$ cat src/rtl/weight_seq.sv
// weight_seq: fetches up to 16 4x4 kernels from the tap memories and scans each over 19x19 window positions.
// Build option: define WEIGHT_SEQ_ZERO_SKIP_EN to skip the scan of kernels whose taps are all zero.
//
// state  | meaning
// IDLE   | waiting for start
// RD     | read request for kernel k issued to the tap memories
// CAP    | tap data returned, kernel latched, scan counters cleared
// SCAN   | kernel valid, stepping x/X/y/Y on scan_ready
// DONE   | one-cycle finish pulse
module weight_seq (
  input  logic         clk,
  input  logic         xrst,
  input  logic         start,
  input  logic [4:0]   nkernel,
  output logic [3:0]   w_raddr,
  output logic         w_re,
  input  logic [127:0] w_rdata,
  output logic [127:0] kernel,
  output logic         kernel_valid,
  input  logic         scan_ready,
  output logic [1:0]   x,
  output logic [1:0]   y,
  output logic [4:0]   X,
  output logic [4:0]   Y,
  output logic         busy,
  output logic         finish
);

  localparam logic [1:0] IN_LAST  = 2'd2;
  localparam logic [4:0] POS_LAST = 5'd18;
  localparam logic [4:0] NK_MAX   = 5'd16;

  typedef enum logic [2:0] {
    S_IDLE,
    S_RD,
    S_CAP,
    S_SCAN,
    S_DONE
  } state_t;

  state_t       state, state_nxt;
  logic [3:0]   k, k_nxt;
  logic [4:0]   nk, nk_nxt;
  logic [127:0] kernel_nxt;
  logic [1:0]   x_nxt, y_nxt;
  logic [4:0]   X_nxt, Y_nxt;

  logic x_wrap, X_wrap, y_wrap, Y_wrap;
  logic scan_last;
  logic k_last;
  logic zero_kernel;

  assign x_wrap    = (x == IN_LAST);
  assign X_wrap    = (X == POS_LAST);
  assign y_wrap    = (y == IN_LAST);
  assign Y_wrap    = (Y == POS_LAST);
  assign scan_last = x_wrap & X_wrap & y_wrap & Y_wrap;
  // nk is never 0 outside IDLE, so nk-1 cannot underflow while this is used
  assign k_last    = ({1'b0, k} == (nk - 5'd1));

`ifdef WEIGHT_SEQ_ZERO_SKIP_EN
  assign zero_kernel = (w_rdata == '0);
`else
  assign zero_kernel = 1'b0;
`endif

  always_comb begin
    state_nxt    = state;
    k_nxt        = k;
    nk_nxt       = nk;
    kernel_nxt   = kernel;
    x_nxt        = x;
    y_nxt        = y;
    X_nxt        = X;
    Y_nxt        = Y;
    w_re         = 1'b0;
    w_raddr      = 4'd0;
    kernel_valid = 1'b0;
    busy         = 1'b0;
    finish       = 1'b0;

    case (state)
      S_IDLE: begin
        if (start) begin
          if (nkernel == 5'd0) begin
            state_nxt = S_DONE;
          end else begin
            nk_nxt    = (nkernel > NK_MAX) ? NK_MAX : nkernel;
            k_nxt     = 4'd0;
            state_nxt = S_RD;
          end
        end
      end

      S_RD: begin
        busy      = 1'b1;
        w_re      = 1'b1;
        w_raddr   = k;
        state_nxt = S_CAP;
      end

      S_CAP: begin
        busy       = 1'b1;
        kernel_nxt = w_rdata;
        x_nxt      = 2'd0;
        y_nxt      = 2'd0;
        X_nxt      = 5'd0;
        Y_nxt      = 5'd0;
        if (zero_kernel) begin
          if (k_last) begin
            state_nxt = S_DONE;
          end else begin
            k_nxt     = k + 4'd1;
            state_nxt = S_RD;
          end
        end else begin
          state_nxt = S_SCAN;
        end
      end

      S_SCAN: begin
        busy         = 1'b1;
        kernel_valid = 1'b1;
        if (scan_ready) begin
          // x innermost, then X, then y, then Y
          if (!x_wrap) begin
            x_nxt = x + 2'd1;
          end else begin
            x_nxt = 2'd0;
            if (!X_wrap) begin
              X_nxt = X + 5'd1;
            end else begin
              X_nxt = 5'd0;
              if (!y_wrap) begin
                y_nxt = y + 2'd1;
              end else begin
                y_nxt = 2'd0;
                Y_nxt = Y_wrap ? 5'd0 : (Y + 5'd1);
              end
            end
          end
          if (scan_last) begin
            if (k_last) begin
              state_nxt = S_DONE;
            end else begin
              k_nxt     = k + 4'd1;
              state_nxt = S_RD;
            end
          end
        end
      end

      S_DONE: begin
        finish    = 1'b1;
        state_nxt = S_IDLE;
      end

      default: begin
        state_nxt = S_IDLE;
      end
    endcase
  end

  always_ff @(posedge clk) begin
    if (xrst) begin
      state  <= S_IDLE;
      k      <= 4'd0;
      nk     <= 5'd0;
      kernel <= '0;
      x      <= 2'd0;
      y      <= 2'd0;
      X      <= 5'd0;
      Y      <= 5'd0;
    end else begin
      state  <= state_nxt;
      k      <= k_nxt;
      nk     <= nk_nxt;
      kernel <= kernel_nxt;
      x      <= x_nxt;
      y      <= y_nxt;
      X      <= X_nxt;
      Y      <= Y_nxt;
    end
  end

endmodule

$ cat config.mk
export PLATFORM = sky130hd
export DESIGN_NAME = weight_seq
export DESIGN_NICKNAME = d
export VERILOG_FILES = /design/src/rtl/weight_seq.sv
export SDC_FILE = /design/constraint.sdc
export NUM_CORES = 1
export LEC_CHECK = 0
export BUFFER_PORTS_ARGS = -buffer_cell sky130_fd_sc_hd__buf_2
export CORE_ASPECT_RATIO = 0.9
export CORE_UTILIZATION = 40
export CTS_CLUSTER_DIAMETER = 150
export CTS_CLUSTER_SIZE = 40
export DETAILED_ROUTE_END_ITERATION = 16
export PLACE_DENSITY = 0.73
export SYNTH_ARGS = -nofsm -noshare
export SYNTH_HDL_FRONTEND = slang
export SYNTH_SLANG_ARGS = --single-unit
$ cat constraint.sdc
create_clock -name clk -period 6.1 [get_ports clk]
set_input_delay 0.915 -clock clk [delete_from_list [all_inputs] [get_ports clk]]
set_output_delay 0.915 -clock clk [all_outputs]
set_load 0.01 [all_outputs]
==> After elaboration in Yosys (flattened, before gate mapping) <==
Cells that the tools add are included.
{ "totals": {"input_bits": 137, "output_inout_bits": 150, "elab_cells": 84, "register_bits": 154} }
{ "op_classes": {"add_sub_neg": 6, "order_cmp": 1, "eq_ne": 17, "muxes": 36, "n_bitwise": 4, "reduce_logical": 12} }
{ "ops": {"columns": ["op", "n"], "rows": [
  ["2-to-1 mux 5 bit", 9],
  ["2-to-1 mux 4 bit", 6],
  ["case mux 5 bit (2 select lines)", 2],
  ["inequality test 2 bit, second input constant", 8],
  ["2-to-1 mux 3 bit", 5],
  ["2-to-1 mux 2 bit", 6],
  ["case mux 3 bit (4 select lines)", 1],
  ["adder 5 x 1 -> 5 bit, second input constant", 2],
  ["equality test 5 bit, second input constant", 2],
  ["AND reduction 3 bit", 3],
  ["case mux 2 bit (2 select lines)", 2],
  ["case mux 4 bit (2 select lines)", 1],
  ["equality test 3 x 2 -> 1 bit, second input constant", 2],
  ["AND reduction 6 bit", 1],
  ["equality test 4 x 5 -> 1 bit", 1],
  ["greater-than comparator 5 bit, second input constant", 1],
  ["zero test 5 bit", 1],
  ["AND reduction 5 bit", 1],
  ["subtractor 5 x 1 -> 5 bit, second input constant", 1],
  ["adder 2 x 1 -> 2 bit, second input constant", 2],
  ["adder 4 x 1 -> 4 bit, second input constant", 1],
  ["equality test 2 bit, second input constant", 2],
  ["2-to-1 mux 1 bit", 4],
  ["AND reduction 4 bit", 1],
  ["other kinds (8)", 11]
]} }

==> Longest topological paths before layout <==
Gate-level depths: netlist (run 1).
{ "depth": {"ltp_word": 7, "ltp_mapped": 7, "ltp_nobuf": 7} }

==> Worst setup path before layout (run 1) <==
Ideal clock, no wire load.
{ "synth_timing": {"path_type": "input port to flip-flop", "from": "in scan_ready", "to": "reg k[1]", "required_ns": 5.983, "path_stages": 5, "path_slack_ns": 3.789, "arrival_ns": 2.194, "path_buffers": 0, "path_cell_list": "nand3b_1 > o41ai_4 > nand2_2 > or3_1 > a32o_1"} }
{ "synth_via": {"elab_chain_cells": 2} }
{ "synth_rtl": {"columns": ["element", "line", "text"], "rows": [
  ["start, declared", "20", "input logic scan_ready,"],
  ["inequality test 2 bit (no line)", null, null],
  ["AND reduction 6 bit (no line)", null, null],
  ["end signal, assigned", "176", "k <= k_nxt;"],
  ["end, declared", "42", "logic [3:0] k, k_nxt;"]
]} }
Every way passes these cells.
A chain may end at the register's enable or synchronous reset.

==> Worst setup path after layout (run 1) <==
{ "layout_timing": {"from": "reg state[0]", "to": "out kernel_valid"} }
{ "layout_via": {"elab_chain_cells": 2} }
{ "layout_rtl": {"columns": ["element", "line", "text"], "rows": [
  ["start, declared", "41", "state_t state, state_nxt;"],
  ["start signal, assigned", "175", "state <= state_nxt;"],
  ["equality test 3 x 2 -> 1 bit", "82", "case (state)"],
  ["2-to-1 mux 1 bit", "82", null],
  ["end, declared", "19", "output logic kernel_valid,"]
]} }
Every way passes these cells.

==> results.cfg, run 1 <==
[routing]
via_per_inst = 4.83
drtIter0Drc = 364
dr_wl_met2_um = 7690
dr_wl_met3_um = 1160
first_pass_iters = 5
post_drt_wl_per_cell_um = 13.3
dr.max_layer_used = met4
post-route-drc-count = 0
ant_nets = 0
wl_met1_um = 6790
vias = 5778
drt-total-wl_um = 15900

[finish]
fill_cells = 1307
drive_gt1_frac = 0.328
area_growth_pct = 36.7
mostFrequentLayoutCell = buf_2
n_antenna_cell = 0
seqCellArea_um2 = 3080
multiInputGateArea_um2 = 2540
layout_common_cells = buf_2, nand2_1, dfxtp_1, a21oi_1, nor2_1
nets = 1134

[clock_network]
cts_resized = 0
cts_tree = yes
insertion_delay_ns = 0.41
path_clk_slew_ns = 0.06
postCtsSetupRepairBufs = 0
cts_buffer_depth = 2
htreeDepth = 4
root_buffer = clkbuf_16
cts_hold_buf = 0
cts_buffers = 17
cts_sinks = 154

[synthesis]
avgSynthCellArea_um2 = 7.99
synthArstFlopShare = 0
ys_seq_area_frac = 0.530
yosys_most_used_dff = dfxtp_1
synth_cells = 727
synthTopCellsByArea = dfxtp_1, nand2_1, a21oi_1
yosysUniqueCellTypes = 47
ys_seq_elements = 154
synth_area_um2 = 5810
synth_edf_count = 0
synth_area_leader_cell = dfxtp_1
syn-num-nets = 870
synth_top_area_share = 0.530
ys_warn_count = 0

[grt]
antenna_found_initial = 1
grt_max_degree = 80
grt_pass1_wl_um = 23900
grt_overflow_total = 0
first_global_vias = 4903
grt_usage = 0.205

[place]
gp_congestion = 0.833
portBuffers = 286
dpl_worst_slack_ns = 3.26
dp_hpwl_um = 10900

[sta]
fmax_mhz = 372
hold_viol_final = 0
finClkSkew_ns = 0.00659
setup_violations = 0
finalCritPeriodShare = 0.441
worst_slack_ns = 3.41
period_needed_ns = 2.69
worst_slew_pin_slew_ns = 0.862
slew_headroom = 0.426
maxSlewViolCount = 0
rsz0062_at_grt = false
tns_ns = 0

[min_path]
hold_depth = 2
hold_path_end = kernel[117]$_SDFFE_PP0P_
min-delay-start = kernel[117]$_SDFFE_PP0P_
min_path_type = reg2reg

[critical_path]
worst_setup_path_end_kind = output pin
crit_buf_inv = 3
timing.rr.start = state[2]$_SDFFE_PP0P_
r2r_slack_ns = 3.68
r2r_cells = 5
critPathLaunch = state[0]$_SDFFE_PP0P_
crit_type = reg2out
crit_family = buffers and inverters
crit_fanout = 9
worst_ep_arrival_time_ns = 1.77
r2r_end = kernel[32]$_SDFFE_PP0P_
max_stage_delay_ns = 0.48
cp_slowest_cell = dfxtp_1
crit_chain = inv_1 -> or2_2 -> clkinv_2 -> buf_2
start_kind = register
cp.required_ns = 5.18

[floorplanning]
placementRows = 41
initial_utilization = 0.412
die_x_um = 129
core_area_um2 = 14100
dieArea_um2 = 15000
io_pins = 287
fp.dieH_um = 116

[run]
maxCapViolCount = 0

[outcome]
status = finished clean

[power_and_ir_drop]
p_total_w = 0.00288
power_leakage_nw = 3.62
ir_drop_mv = 0.232
power_density_nw_per_um2 = 363
registers in the layout, summed over array words and instances (netlist names):
signal  count
y           2
x           2
k           4
Y           5
nk          5
state       3
X           5
kernel    128
cells by family after synthesis:
logic type,after synthesis,synth area share
adders and majority gates,6,0.0129
muxes,2,0.00344
buffers and inverters,54,0.0351
AOI/OAI and AO/OA,163,0.156
DFF,154,0.530
xor gates and xnor gates,12,0.0181
and+or+nand+nor,336,0.244
synth_stat cells, types with 3 or more instances:
library cell and count:
dfxtp_1 154, o21ai_0 3, inv_1 8, or4_1 3, nand3_1 3, xor2_1 9, nand4_1 6, clkbuf_1 44
xnor2_1 3, nor2_1 20, nor3_1 8, a21oi_1 139, nand2_1 266, nand2b_1 6, nor4_1 4, ha_1 6
and2_1 9
where the power goes:
group          switching, W  leakage (nW)  internal [W]
Combinational      0.000416          2.08      0.000232
Sequential        0.0000680          1.25       0.00113
Clock              0.000393         0.282      0.000642
area by class of cell:
| type | instances | share of cell area |
|---|---|---|
| timing repair buffer | 290 | 0.184 |
| clock buffer | 24 | 0.0619 |
| tap | 193 | 0.0304 |
| inverter | 9 | 0.00441 |
| sequential | 154 | 0.388 |
| multi-input combinational | 519 | 0.319 |
| clock inverter | 7 | 0.0113 |
per-stage QoR:
| stage | instances | hold slack (ns) | instance area, um2 | util |
|---|---|---|---|---|
| 2_1_floorplan | 727 | 0.445 | 5810 | - |
| 3_3_place_gp | 1165 | 0.438 | 7360 | 0.522 |
| 3_5_place_dp | 1165 | 0.443 | 7360 | 0.522 |
| 4_1_cts | 1196 | 0.451 | 7940 | 0.563 |
| 5_1_grt | 1196 | 0.466 | 7940 | 0.563 |
| 6_report | 1196 | 0.449 | 7940 | 0.563 |
layer usage:
metal  vias up  global-route usage
met1      2609               0.250
met4         0              0.0761
met5         -                   0
met2       213               0.335
met3        21              0.0696
li1       2935                   -
how the worst max path moves through the flow:
stage	endpoint	slack, ns	depth (start not counted)
2_1_floorplan	k[1]$_SDFFE_PP0P_	3.79	5
3_3_place_gp	Y[1]$_SDFFE_PP0P_	3.35	6
3_5_place_dp	Y[1]$_SDFFE_PP0P_	3.26	6
4_1_cts	kernel_valid	3.40	4
5_1_grt	w_raddr[1]	3.32	4
6_report	kernel_valid	3.41	4
worst register-to-register path: stages, from the launching register on:
cell and delay (ns):
dfxtp_1 0.50, nand2b_1 0.20, nand2b_4 0.59, buf_4 0.72, nand2_1 0.17, a21oi_1 0.17
(Power assumes the default switching activity.)
==> run 2: changes to the inputs <==
--- a/config.mk
+++ b/config.mk
@@ -5,6 +5,7 @@
 export SDC_FILE = /design/constraint.sdc
 export NUM_CORES = 1
 export LEC_CHECK = 0
+export ABC_AREA = 1
 export BUFFER_PORTS_ARGS = -buffer_cell sky130_fd_sc_hd__buf_2
 export CORE_ASPECT_RATIO = 0.9
 export CORE_UTILIZATION = 40
==> constraint.sdc (replaced) <==
create_clock -name clk -period 2.73 [get_ports clk]
set_input_delay 0.4095 -clock clk [delete_from_list [all_inputs] [get_ports clk]]
set_output_delay 0.4095 -clock clk [all_outputs]
set_load 0.01 [all_outputs]
==> results.cfg, run 2 <==
[synthesis]
synthTopCellsByArea = dfxtp_1, nor2_1, o21ai_0
ys_seq_elements = 154
yosysUniqueCellTypes = 25
ys_warn_count = 0
synthArstFlopShare = 0
syn-num-nets = 929
ys_seq_area_frac = 0.520
yosysMostFrequentCell = nor2_1
synth_area_um2 = 5930
yosys_most_used_dff = dfxtp_1
synth_top_area_share = 0.520
avgSynthCellArea_um2 = 7.54
synthTopCellsByCount = nor2_1, dfxtp_1, o21ai_0
synth_area_leader_cell = dfxtp_1
synth_cells = 786
synth_edf_count = 0

[critical_path]
r2r_slack_ns = 1.08
r2r_cells = 11
max_stage_delay_ns = 0.41
timing.rr.start = nk[0]$_SDFFE_PP0P_
crit_type = reg2out
worst_setup_path_end_kind = output pin
worst_ep_arrival_time_ns = 1.62
cp.required_ns = 2.32
crit_chain = inv_2 -> nor3_1 -> inv_1 -> nor2_1 -> buf_2
endpoint = w_raddr[0]
path_depth = 5
crit_fanout = 5
crit_buf_inv = 3
start_kind = register
critPathLaunch = state[0]$_SDFFE_PP0P_
cp_slowest_cell = dfxtp_1
crit_family = buffers and inverters
r2r_end = k[2]$_SDFFE_PP0P_

[routing]
ant_nets = 0
first_pass_iters = 5
wl_met1_um = 7370
post-route-drc-count = 0
dr_wl_met2_um = 7610
via_per_inst = 4.78
post_drt_wl_per_cell_um = 13.2
drt-total-wl_um = 16500
dr_wl_met3_um = 1130
vias = 6008
drtIter0Drc = 340
dr.max_layer_used = met4

[finish]
regMostFlops = kernel
mostFrequentLayoutCell = buf_2
area_growth_pct = 36.0
n_antenna_cell = 0
nets = 1196
layout_common_cells = buf_2, nor2_1, dfxtp_1, o21ai_0, nand2_1
largest_reg_flops = 128
drive_gt1_frac = 0.326

[grt]
grt_usage = 0.219
first_global_vias = 5505
antenna_found_initial = 0
grt_max_degree = 130
grt_overflow_total = 0
grt_pass1_wl_um = 26700

[sta]
finClkSkew_ns = 0.0113
maxSlewViolCount = 0
slew_headroom = 0.655
hold_viol_final = 0
worst_slew_pin_slew_ns = 0.517
rsz0062_at_grt = false
finalCritPeriodShare = 0.742
period_needed_ns = 2.03
fmax_mhz = 494
setup_violations = 0
tns_ns = 0
worst_slack_ns = 0.704

[clock_network]
insertion_delay_ns = 0.43
path_clk_slew_ns = 0.06
postCtsSetupRepairBufs = 0
cts_resized = 0
cts_tree = yes
cts_sinks = 154
cts_hold_buf = 0
cts_buffers = 17
cts_buffer_depth = 2
htreeDepth = 4
root_buffer = clkbuf_16

[min_path]
min_path_type = in2reg

[place]
gp_congestion = 0.838
dpl_worst_slack_ns = 1.00
portBuffers = 286
dp_hpwl_um = 11400

[floorplanning]
placementRows = 41
dieArea_um2 = 15300
core_area_um2 = 14300
io_pins = 287
initial_utilization = 0.416
die_x_um = 130
fp.dieH_um = 118

[power_and_ir_drop]
p_int_w = 0.00530
seqPwrFrac = 0.390
ir_drop_mv = 0.816
power_leakage_nw = 4.18
combPwrFrac = 0.346
p_sw_frac = 0.378
power_density_nw_per_um2 = 1060
p_sw_w = 0.00322
pwr-share-clk = 0.264

[run]
maxCapViolCount = 0

[outcome]
status = finished clean
## run 2: layout make-up
type	count	area, um2
fillers	1373	6200
well taps	193	241
inverters	36	138
repair buffers	293	1520
multi-input cells	551	2510
flip-flops and latches	154	3080
clock buffers	17	425
clock inverters	14	139
## run 2: power by group through the flow
stage          sequential [W]  clock [W]  combinational [W]
2_1_floorplan         0.00366          0            0.00147
3_3_place_gp          0.00334          0            0.00293
3_5_place_dp          0.00334          0            0.00298
4_1_cts               0.00332    0.00231            0.00298
5_1_grt               0.00341    0.00241            0.00332
6_report              0.00332    0.00225            0.00295
## run 2: stage by stage
step           instance area, um2  utilization  total power (W)  std cells  hold WS (ns)
4_1_cts                      8060        0.565          0.00861       1258         0.183
2_1_floorplan                5930            -          0.00513        786         0.476
3_5_place_dp                 7500        0.526          0.00632       1227         0.481
6_report                     8060        0.565          0.00853       1258         0.197
3_3_place_gp                 7500        0.526          0.00627       1227         0.473
5_1_grt                      8060        0.565          0.00914       1258         0.196
## run 2: worst min-delay path, stage by stage
cell	delay, ns
buf_2	0.07
nor2_1	0.03
nor2_1	0.08
## run 2: per-layer routing
metal,up-vias,global-route usage
met5,-,0
li1,3063,-
met3,34,0.0691
met4,0,0.0905
met2,239,0.347
met1,2672,0.273
## run 2: logic make-up after synthesis
logic type,share of synthesized area
compound gates,0.145
xor+xnor,0.00886
fa+ha+maj,0.0127
buf+inv,0.0568
flops,0.520
simple gates,0.257
## run 2: how the worst min path moves through the flow
stage          depth (start not counted)  slack (ns)                       to               start
3_5_place_dp                           1        0.48        x[0]$_SDFFE_PP0P_   x[0]$_SDFFE_PP0P_
6_report                               3        0.20  kernel[36]$_SDFFE_PP0P_         w_rdata[36]
3_3_place_gp                           1        0.47        x[0]$_SDFFE_PP0P_   x[0]$_SDFFE_PP0P_
2_1_floorplan                          2        0.48       nk[1]$_SDFFE_PP0P_  nk[1]$_SDFFE_PP0P_
4_1_cts                                3        0.18  kernel[36]$_SDFFE_PP0P_         w_rdata[36]
5_1_grt                                3        0.20   kernel[3]$_SDFFE_PP0P_          w_rdata[3]
